**config.mk**
```make
export PLATFORM = sky130hd
export DESIGN_NAME = tx_frame_sched
export DESIGN_NICKNAME = d
export VERILOG_FILES = /design/src/rtl/tx_frame_sched.sv
export SDC_FILE = /design/constraint.sdc
export NUM_CORES = 1
export LEC_CHECK = 0
export CORE_MARGIN = 5
export CORE_UTILIZATION = 40
export DETAILED_ROUTE_END_ITERATION = 16
export GPL_TIMING_DRIVEN = 0
export PLACE_DENSITY = 0.82
export SETUP_SLACK_MARGIN = 0.3
export SLEW_MARGIN = 10
export SYNTH_ARGS = -nofsm -noshare
export SYNTH_HDL_FRONTEND = slang
export SYNTH_SLANG_ARGS = --single-unit
```
**constraint.sdc**
```tcl
create_clock -name clk -period 4.2 [get_ports clk]
set_input_delay 0.63 -clock clk [delete_from_list [all_inputs] [get_ports clk]]
set_output_delay 0.63 -clock clk [all_outputs]
set_load 0.02 [all_outputs]
```
**src/rtl/tx_frame_sched.sv**
```systemverilog
// Round-robin scheduler that hands frames from N_SRC sources to one serial
// transmitter, enforcing an inter-frame gap and a per-frame busy timeout.
`ifndef CH_NUM
`define CH_NUM 4
`endif
`ifndef BUFF_SIZE
`define BUFF_SIZE 8
`endif

module tx_frame_sched #(
  parameter int N_SRC   = 4,
  parameter int FRAME_W = `CH_NUM * `BUFF_SIZE,
  parameter int GAP_CYC = 2,
  parameter int TMO_CYC = 1024
) (
  input  logic                     clk,
  input  logic                     rst,
  input  logic [N_SRC-1:0]         req,
  input  logic [N_SRC*FRAME_W-1:0] frame_in,
  output logic [N_SRC-1:0]         ack,
  output logic [FRAME_W-1:0]       tx_data,
  output logic                     tx_ena,
  input  logic                     tx_busy,
  output logic [$clog2(N_SRC)-1:0] grant_id,
  output logic                     active,
  output logic                     tmo_err,
  output logic [15:0]              frame_cnt,
  output logic [1:0]               state_dbg
);

  // Handshake: a source raises req[i] (level) with its frame stable on
  // frame_in and holds both until ack[i] pulses for one cycle in LAUNCH; a
  // req dropped earlier is simply never granted.

  typedef enum logic [1:0] {
    IDLE      = 2'd0,
    LAUNCH    = 2'd1,
    WAIT_DONE = 2'd2,
    GAP       = 2'd3
  } state_t;

  localparam int GID_W = $clog2(N_SRC);
  localparam int TMO_W = ($clog2(TMO_CYC + 1) > 10) ? $clog2(TMO_CYC + 1) : 10;
  localparam logic [TMO_W-1:0] TMO_LAST = TMO_W'(TMO_CYC - 1);
  localparam logic [7:0]       GAP_LAST = (GAP_CYC > 0) ? 8'(GAP_CYC - 1) : 8'd0;

  state_t           state, state_nx;
  logic [GID_W-1:0] last_grant;
  logic [GID_W-1:0] winner;
  logic [GID_W-1:0] idx;
  logic             any_req;
  logic [TMO_W-1:0] tmo_cnt;
  logic [7:0]       gap_cnt;
  logic             frame_done;
  logic             frame_tmo;
  logic             launch_go;

  // Search starts one past the last grant so every source gets a turn.
  always_comb begin
    winner  = last_grant;
    any_req = 1'b0;
    idx     = '0;
    for (int k = 1; k <= N_SRC; k++) begin
      idx = GID_W'((int'(last_grant) + k) % N_SRC);
      if (!any_req && req[idx]) begin
        winner  = idx;
        any_req = 1'b1;
      end
    end
  end

  assign frame_done = (state == WAIT_DONE) && !tx_busy;
  assign frame_tmo  = (state == WAIT_DONE) && tx_busy && (tmo_cnt == TMO_LAST);
  assign launch_go  = (state == IDLE) && any_req && !tx_busy;

  always_comb begin
    state_nx = state;
    case (state)
      IDLE:      if (launch_go) state_nx = LAUNCH;
      LAUNCH:    state_nx = WAIT_DONE;
      WAIT_DONE: if (frame_done || frame_tmo) state_nx = (GAP_CYC == 0) ? IDLE : GAP;
      GAP:       if (gap_cnt == GAP_LAST) state_nx = IDLE;
      default:   state_nx = IDLE;
    endcase
  end

  always_ff @(posedge clk) begin
    if (rst) begin
      state      <= IDLE;
      last_grant <= GID_W'(N_SRC - 1);
      grant_id   <= '0;
      tx_data    <= '0;
      tmo_cnt    <= '0;
      gap_cnt    <= '0;
      tmo_err    <= 1'b0;
      frame_cnt  <= 16'd0;
    end else begin
      state <= state_nx;
      if (launch_go) begin
        grant_id   <= winner;
        last_grant <= winner;
        tx_data    <= frame_in[int'(winner)*FRAME_W +: FRAME_W];
      end
      if (state == LAUNCH)
        tmo_cnt <= '0;
      else if ((state == WAIT_DONE) && tx_busy && (tmo_cnt != TMO_LAST))
        tmo_cnt <= tmo_cnt + 1'b1;
      if (state != GAP)
        gap_cnt <= 8'd0;
      else
        gap_cnt <= gap_cnt + 8'd1;
      if (frame_tmo)
        tmo_err <= 1'b1;
      // A timed-out frame is not counted as completed.
      if (frame_done)
        frame_cnt <= frame_cnt + 16'd1;
    end
  end

  always_comb begin
    ack = '0;
    if (state == LAUNCH) ack[grant_id] = 1'b1;
    tx_ena    = (state == LAUNCH);
    active    = (state == LAUNCH) || (state == WAIT_DONE);
    state_dbg = state;
  end

endmodule

```
---- After elaboration in Yosys (flattened, before gate mapping) ----
Cells that the tools add are included.
storage, ports and cells
  RAM bits ................................ 0
  logic and storage cells ................. 75
  ROM bits ................................ 0
  latch bits .............................. 0
  output and inout bits ................... 59
  memories ................................ 0
  register bits ........................... 74
  input bits .............................. 135
operators by class
  add/sub/neg operators ................... 7
  multipliers ............................. 0
  equality and inequality tests ........... 10
  bitwise logic cells ..................... 0
  shift-type cells ........................ 1
  divide/modulo/power cells ............... 0
  order comparisons ....................... 6
  reductions and logical operators ........ 20
  mux-type cells .......................... 23
operator list
  operator                                                                              count
  128-bit by 8-bit indexed part select with 32-bit output                               1
  16-bit by 1-bit adder with 16-bit output (second input constant)                      1
  2-bit by 3-bit less-than comparator with 1-bit output (second input constant)         5
  2-bit 2-to-1 mux                                                                      7
  11-bit by 1-bit adder with 11-bit output (second input constant)                      1
  11-bit by 10-bit equality test with 1-bit output (second input constant)              1
  11-bit by 10-bit inequality test with 1-bit output (second input constant)            1
  1-bit logical AND                                                                     10
  1-bit 2-to-1 mux                                                                      9
  8-bit by 1-bit adder with 8-bit output (second input constant)                        1
  1-bit binary-select mux with 2-bit select                                             4
  8-bit by 1-bit equality test with 1-bit output (second input constant)                1
  2-bit case mux with 4 select lines                                                    1
  2-bit inequality test (second input constant)                                         3
  2-bit by 1-bit adder with 2-bit output (second input constant)                        2
  2-bit adder (second input constant)                                                   2
  2-bit equality test (second input constant)                                           2
  1-bit zero test                                                                       4
  4-bit 2-to-1 mux                                                                      1
  2-bit OR reduction                                                                    2
  3-bit AND reduction                                                                   1
  1-bit demux with 2-bit select                                                         1
  2-bit by 1-bit equality test with 1-bit output (second input constant)                1
  2-bit by 1-bit greater-or-equal comparator with 1-bit output (second input constant)  1
  other kinds (3)                                                                       4

---- Depth between registers and ports, before layout ----
Gate-level depths: netlist (run 1).
  word-level depth ........................ 17
  gate-level depth with buffers ........... 8
  mapped depth without buffers ............ 7

---- Worst setup path before layout (run 1) ----
Ideal clock, no wire load.
  kind .................................... reg2out
  start ................................... register state[0], in the netlist state_dbg[0]
  end ..................................... output ack[0]
  buffers on the path ..................... 0
  data required time ...................... 3570 ps
  arrival time ............................ 1408 ps
  cell stages (with the launch flop) ...... 3
  setup slack ............................. 2162 ps
  path through ............................ dfxtp_1 -> ha_1 -> nor3b_1
between the ends
  word-level cells in the longest chain between the ends .. 2
ends and longest elaborated chain
  item                                            line  source
  from (decl)                                     47    state_t state, state_nx;
  from (signal assigned)                          98    state <= state_nx;
  2-bit by 1-bit equality test with 1-bit output  --
  via tx_ena                                      22    output logic tx_ena,
  4-bit 2-to-1 mux                                122   if (state == LAUNCH) ack[grant_id] = 1'b1;
  to (decl)                                       20    output logic [N_SRC-1:0] ack,
The timed path passes the listed nets, and every way through them passes these cells.

---- Worst setup path after layout (run 1) ----
  start ................................... register state[1], in the netlist state_dbg[1]
  end ..................................... output ack[0]
between the ends
  word-level cells in the longest chain between the ends .. 2
ends and longest elaborated chain
  item                                            line
  2-bit by 1-bit equality test with 1-bit output  122
  4-bit 2-to-1 mux                                122
Every way passes these cells.

==> impl_metrics.py, run 1 <==
metrics = {
    "place": {
        "place.gp.congestion": 0.801,
        "port_buffers": 193,
        "dp_hpwl_mm": 11.6,
    },
    "synth": {
        "syn_area_per_cell_sq_um": 9.19,
        "yosys.area.top_type": "dfxtp_1",
        "ys_warn_count": 0,
        "netlist.area_leader.share_pct": 33.5,
        "synth.distinct_cells": 47,
        "yosysMostFrequentCell": "dfxtp_1",
        "ys_ff_latch": 74,
        "synth_ff_type": "dfxtp_1",
        "synth-edff-count": 0,
        "syn_nets": 625,
        "synth_area_sq_um": 4420,
        "synth_cells": 481,
        "seq_area_frac_synth_pct": 33.5,
        "yosys-top-cells-count": "dfxtp_1, nand2_1, nor2_1",
        "synth_area_leaders": "dfxtp_1, o211ai_2, mux2i_1, and4_1, o31a_1",
        "synthArstFlopShare_pct": 0,
    },
    "timing": {
        "slew_headroom_pct": 64.2,
        "min_period_ns": 2.58,
        "rsz0062_at_grt": "false",
        "final_max_slew_viol_count": 0,
        "final_hold_viol_count": 0,
        "tightest_slew_ns": 0.531,
        "period_share_pct": 61.3,
        "setup_viol": 0,
        "max_freq_mhz": 388,
        "fin_skew_ns": 0.0101,
        "final.setup.tns_ns": 0,
    },
    "final_layout": {
        "area_growth_pct": 52.3,
        "final_core_util_pct": 62.1,
        "layout.nets": 829,
        "drive_above_1_share_pct": 9.57,
        "n_antenna_cell": 0,
    },
    "worst_setup_path": {
        "reg2reg_from": "state_dbg[0]",
        "startpoint_type": "flop",
        "reg2reg_to": "frame_cnt[14]",
        "r2r_setup_slack_ns": 2.13,
        "critical_path_class": "reg2out",
        "endpoint_kind": "primary output",
        "worstPathArrival_ns": 1.95,
        "cp_max_fo": 6,
        "required_ns": 3.57,
        "worstSetupStartpoint": "state_dbg[1]",
        "reg2reg_depth": 8,
    },
    "pwr": {
        "ir_worst_vdd_mv": 0.233,
        "power_frac_seq_pct": 32.8,
        "finalPower_mw": 2.70,
        "p_int_mw": 1.73,
        "p_clk_share_pct": 21.2,
        "power_density_nw_per_um2": 402,
        "power_frac_comb_pct": 46.0,
        "p_leak_nw": 2.59,
        "p_switching_uw": 969,
        "p_sw_share_pct": 35.8,
    },
    "grt": {
        "grt_pass1_vias": 4474,
        "grt_max_degree": 13,
        "grt.total_usage_pct": 21.4,
        "grt_pass1_wl_mm": 22.5,
        "grt-ovfl-total": 0,
        "grt_antenna_before_repair": 0,
    },
    "min_path": {
        "hold_class": "reg2reg",
        "min_from": "tmo_cnt[10]",
        "worstHoldPathCells": 2,
        "min_to": "tmo_cnt[10]",
    },
    "clocking": {
        "hold_buffers": 0,
        "clk_pin_slew_ns": 0.07,
        "cts_setup_buffers": 0,
        "cts_tree": "yes",
        "ctsResizeCount": 0,
        "h-tree-depth": 3,
        "clock-sinks": 74,
        "cts_max_path_buffers": 2,
        "cts_buffers": 9,
        "clock_latency_ns": 0.34,
        "cts-root-buf": "clkbuf_8",
    },
    "floorplanning": {
        "rows": 38,
        "start_util_pct": 40.8,
        "die_h_um": 115,
        "die_width_um": 115,
        "core-area_sq_um": 10800,
        "dieArea_sq_um": 13300,
        "io_pins": 194,
    },
    "route": {
        "postRouteAntennaNets": 0,
        "via_count": 4464,
        "dr.pass1.iters": 5,
        "routedWlPerCell_um": 17.6,
        "drc": 0,
        "drt-total-wl_mm": 14.6,
        "drt_iter0_drc": 166,
        "viasPerCell": 5.38,
    },
    "run": {
        "drv_cap": 0,
    },
    "outcome": {
        "status": "finished, final reports clean",
    },
}
==> per-layer routing <==
metal	part of all wire, %	track usage [%]	wire length, um	vias up
met1	41	25.2	5940	2076
met4	2.6	6.65	381	0
li1	-	-	-	2184
met5	0	0	0	-
met3	8.0	6.26	1160	34
met2	49	37.2	7140	170
==> metrics by stage <==
| stage | hold slack (ns) | area [sq um] | instances | worst slack [ns] |
|---|---|---|---|---|
| after detailed placement | 0.419 | 6530 | 814 | 1.46 |
| final | 0.433 | 6730 | 830 | 1.62 |
| after global routing | 0.488 | 6730 | 830 | 1.43 |
| after global placement | 0.416 | 6530 | 814 | 1.49 |
| after CTS | 0.433 | 6730 | 830 | 1.59 |
| after floorplan | 0.404 | 4420 | 481 | 2.16 |
==> worst max path at each step <==
stage,end,slack (ns),cells after the start
6_report,ack[0],1.62,4
5_1_grt,ack[0],1.43,4
4_1_cts,ack[0],1.59,4
3_5_place_dp,tx_data[30],1.46,7
3_3_place_gp,tx_data[29],1.49,8
2_1_floorplan,ack[0],2.16,2
==> flip-flops by register name (all words and copies together) (netlist names) <==
| register | count |
|---|---|
| last_grant | 2 |
| frame_cnt | 16 |
| tx_data | 32 |
| tmo_err | 1 |
| grant_id | 2 |
| gap_cnt | 8 |
| tmo_cnt | 11 |
| state_dbg | 2 |
==> worst max-delay path, cell delays in order, from the launching register on <==
cell,delay (ns)
dfxtp_1,0.36
inv_1,0.11
ha_1,0.29
nor3b_1,0.22
clkdlybuf4s50_1,0.64
==> power by group through the flow <==
stage	Combinational (mW)	Sequential (mW)	Clock [mW]
floorplan	0.627	1.01	0
global placement	1.22	0.896	0
detailed placement	1.24	0.903	0
CTS	1.25	0.887	0.586
global route	1.33	0.901	0.621
finish	1.24	0.887	0.574
==> placed cells by master, fill, tap and decap left out, types with 18 or more instances in the layout <==
master           instances
o31a_1                  32
o211ai_2                30
mux2i_1                 35
and4_1                  36
dfxtp_1                 74
nor2_1                  40
xor2_1                  18
clkdlybuf4s50_1        193
o21ai_1                 19
o21ai_0                 19
nand2_1                 48
clkbuf_1                25
==> logic make-up after synthesis <==
kind of cell,count (synthesis),share of synthesized area (%)
adders and majority gates,9,2.55
AOI/OAI and AO/OA,117,22.6
xor gates and xnor gates,26,5.15
buffers and inverters,44,5.80
DFF,74,33.5
and+or+nand+nor,176,22.4
muxes,35,7.93
==> layout make-up <==
type	instances	area (sq um)
fill	901	4110
clock inverter	4	50.0
sequential	74	1480
multi-input combinational	363	2680
clock buffer	12	155
tap	140	175
buffer	37	230
inverter	7	26.3
timing repair buffer	193	1930
Power figures use the tool's default switching activity.
==> inputs of run 2 (changes only) <==
==> constraint.sdc (replaced) <==
create_clock -name clk -period 2.45 [get_ports clk]
set_input_delay 0.3675 -clock clk [delete_from_list [all_inputs] [get_ports clk]]
set_output_delay 0.3675 -clock clk [all_outputs]
set_load 0.02 [all_outputs]
==> impl_metrics.py, run 2 (synthesis results as in run 1) <==
metrics = {
    "place": {
        "port_buffers": 193,
        "dp_hpwl_mm": 11.6,
        "placed_area_sq_um": 6530,
        "place.gp.congestion": 0.801,
    },
    "min_path": {
        "worstHoldPathCells": 2,
        "min_to": "tmo_cnt[10]",
        "hold_class": "reg2reg",
        "min_from": "tmo_cnt[10]",
    },
    "grt": {
        "grt.total_usage_pct": 21.4,
        "grt_pass1_vias": 4476,
        "grt_antenna_before_repair": 0,
        "grt_max_degree": 13,
        "grt-ovfl-total": 0,
        "grt_pass1_wl_mm": 22.5,
    },
    "route": {
        "drt_iter0_drc": 169,
        "drc": 0,
        "viasPerCell": 5.39,
        "routedWlPerCell_um": 17.7,
        "postRouteAntennaNets": 0,
        "dr.pass1.iters": 4,
        "via_count": 4504,
        "drt-total-wl_mm": 14.8,
    },
    "floorplanning": {
        "die_width_um": 115,
        "core-area_sq_um": 10800,
        "io_pins": 194,
        "rows": 38,
        "die_h_um": 115,
        "start_util_pct": 40.8,
        "dieArea_sq_um": 13300,
    },
    "worst_setup_path": {
        "endpoint_kind": "flop",
        "reg2reg_to": "frame_cnt[12]",
        "required_ns": 2.66,
        "crit_family": "buffers and inverters",
        "critical_path_class": "in2reg",
        "crit_slowest_cell": "clkdlybuf4s50_1",
        "slowest_delay_ns": 0.52,
        "path_cells": "clkdlybuf4s50_1 -> nor2_1 -> and2_1 -> clkbuf_1 -> nor3_4 -> buf_4 -> buf_6 -> mux2i_1 -> o211ai_2",
        "path_buf_inv": 4,
        "startpoint_type": "primary input",
        "reg2reg_from": "state_dbg[0]",
        "cp_max_fo": 10,
        "r2r_setup_slack_ns": 0.52,
        "worstPathArrival_ns": 2.30,
        "reg2reg_depth": 8,
    },
    "pwr": {
        "p_leak_nw": 2.67,
        "power_density_nw_per_um2": 687,
        "ir_worst_vdd_mv": 0.402,
    },
    "clocking": {
        "cts_max_path_buffers": 2,
        "clk_pin_slew_ns": 0.07,
        "clock_latency_ns": 0.34,
        "cts_buffers": 9,
        "clock-sinks": 74,
        "cts-root-buf": "clkbuf_8",
        "cts_tree": "yes",
        "hold_buffers": 0,
        "h-tree-depth": 3,
    },
    "timing": {
        "final_max_slew_viol_count": 0,
        "max_freq_mhz": 480,
        "final.setup.tns_ns": 0,
        "final_hold_viol_count": 0,
        "period_share_pct": 85.0,
        "rsz0062_at_grt": "false",
        "setup_viol": 0,
        "min_period_ns": 2.08,
        "fin_skew_ns": 0.00969,
        "slew_headroom_pct": 64.4,
        "tightest_slew_ns": 0.529,
    },
    "final_layout": {
        "mostFrequentLayoutCells": "clkdlybuf4s50_1, dfxtp_1, nand2_1",
        "largest_reg_flops": 32,
        "final_common_cell": "clkdlybuf4s50_1",
        "fillers": 905,
        "stdcell_area_sq_um": 6790,
        "n_antenna_cell": 0,
        "layout.nets": 835,
        "drive_above_1_share_pct": 11.5,
        "top_register": "tx_data",
        "reg.largest.list": "tx_data x32, frame_cnt x16, tmo_cnt x11",
        "area_growth_pct": 53.7,
    },
    "run": {
        "drv_cap": 0,
    },
    "outcome": {
        "status": "finished, final reports clean",
    },
}
## run 2: cell types whose count changed in the layout (fill, tap and decap cells not counted), sizes merged
| cell | previous run | this run |
|---|---|---|
| buf | 13 | 15 |
| clkbuf | 36 | 40 |
| clkdlybuf4s50 | 193 | 187 |
| dlygate4sd2 | 0 | 5 |
| dlymetal6s2s | 0 | 1 |
## run 2: worst min-delay path, stage by stage (launching register included)
cell and delay (ns):
dfxtp_1 0.32, inv_1 0.05, a311oi_1 0.03
## run 2: routing by layer
| metal | global-route usage [%] | wire, um | part of all wire, % | up-vias |
|---|---|---|---|---|
| li1 | - | - | - | 2201 |
| met4 | 6.65 | 362 | 2.5 | 0 |
| met3 | 6.26 | 1190 | 8.0 | 26 |
| met1 | 25.2 | 5990 | 41 | 2094 |
| met2 | 37.3 | 7220 | 49 | 183 |
| met5 | 0 | 0 | 0 | - |
## run 2: how the worst max path moves through the flow
stage               slack, ns           end  cells past startpoint         start
floorplan                0.67  frame_cnt[9]                      8  state_dbg[0]
global placement        0.005   tx_data[29]                      8        req[0]
detailed placement      -0.03   tx_data[30]                      7        req[3]
CTS                      0.31   tx_data[30]                      7        req[3]
global route             0.29   tx_data[13]                      9        req[0]
finish                   0.37   tx_data[17]                      9        req[0]
## run 2: cell type report
type | count | area [sq um] | share of cell area, %
flip-flops and latches | 74 | 1480 | 21.8
inverters | 7 | 26.3 | 0.387
repair buffers | 199 | 1970 | 29.0
clock inverters | 4 | 50.0 | 0.737
plain buffers | 37 | 245 | 3.61
clock buffers | 12 | 155 | 2.28
well taps | 140 | 175 | 2.58
multi-input cells | 363 | 2690 | 39.6
## run 2: per-stage QoR
stage	worst slack, ns	util, %	instances	power [mW]	hold WS (ns)
finish	0.369	62.7	836	4.66	0.434
global route	0.288	62.7	836	4.92	0.488
CTS	0.308	62.1	830	4.65	0.433
detailed placement	-0.0295	60.2	814	3.68	0.419
global placement	0.00541	60.2	814	3.63	0.416
floorplan	0.675	-	481	2.80	0.404
## run 2: where the power goes
group,leakage [nW],total [mW],internal (mW),switching (mW)
Clock,0.0986,0.984,0.525,0.458
Combinational,1.97,2.16,1.08,1.08
Sequential,0.602,1.52,1.39,0.134
Total,2.67,4.66,2.99,1.68
## run 2: what timing repair did
item | 4_1_cts | 5_1_grt
gates cloned | 0 | 1
resized for setup | 6 | 16
buffers inserted | 0 | 5
pin swaps | 0 | 2
setup endpoints to repair | 5 | 33
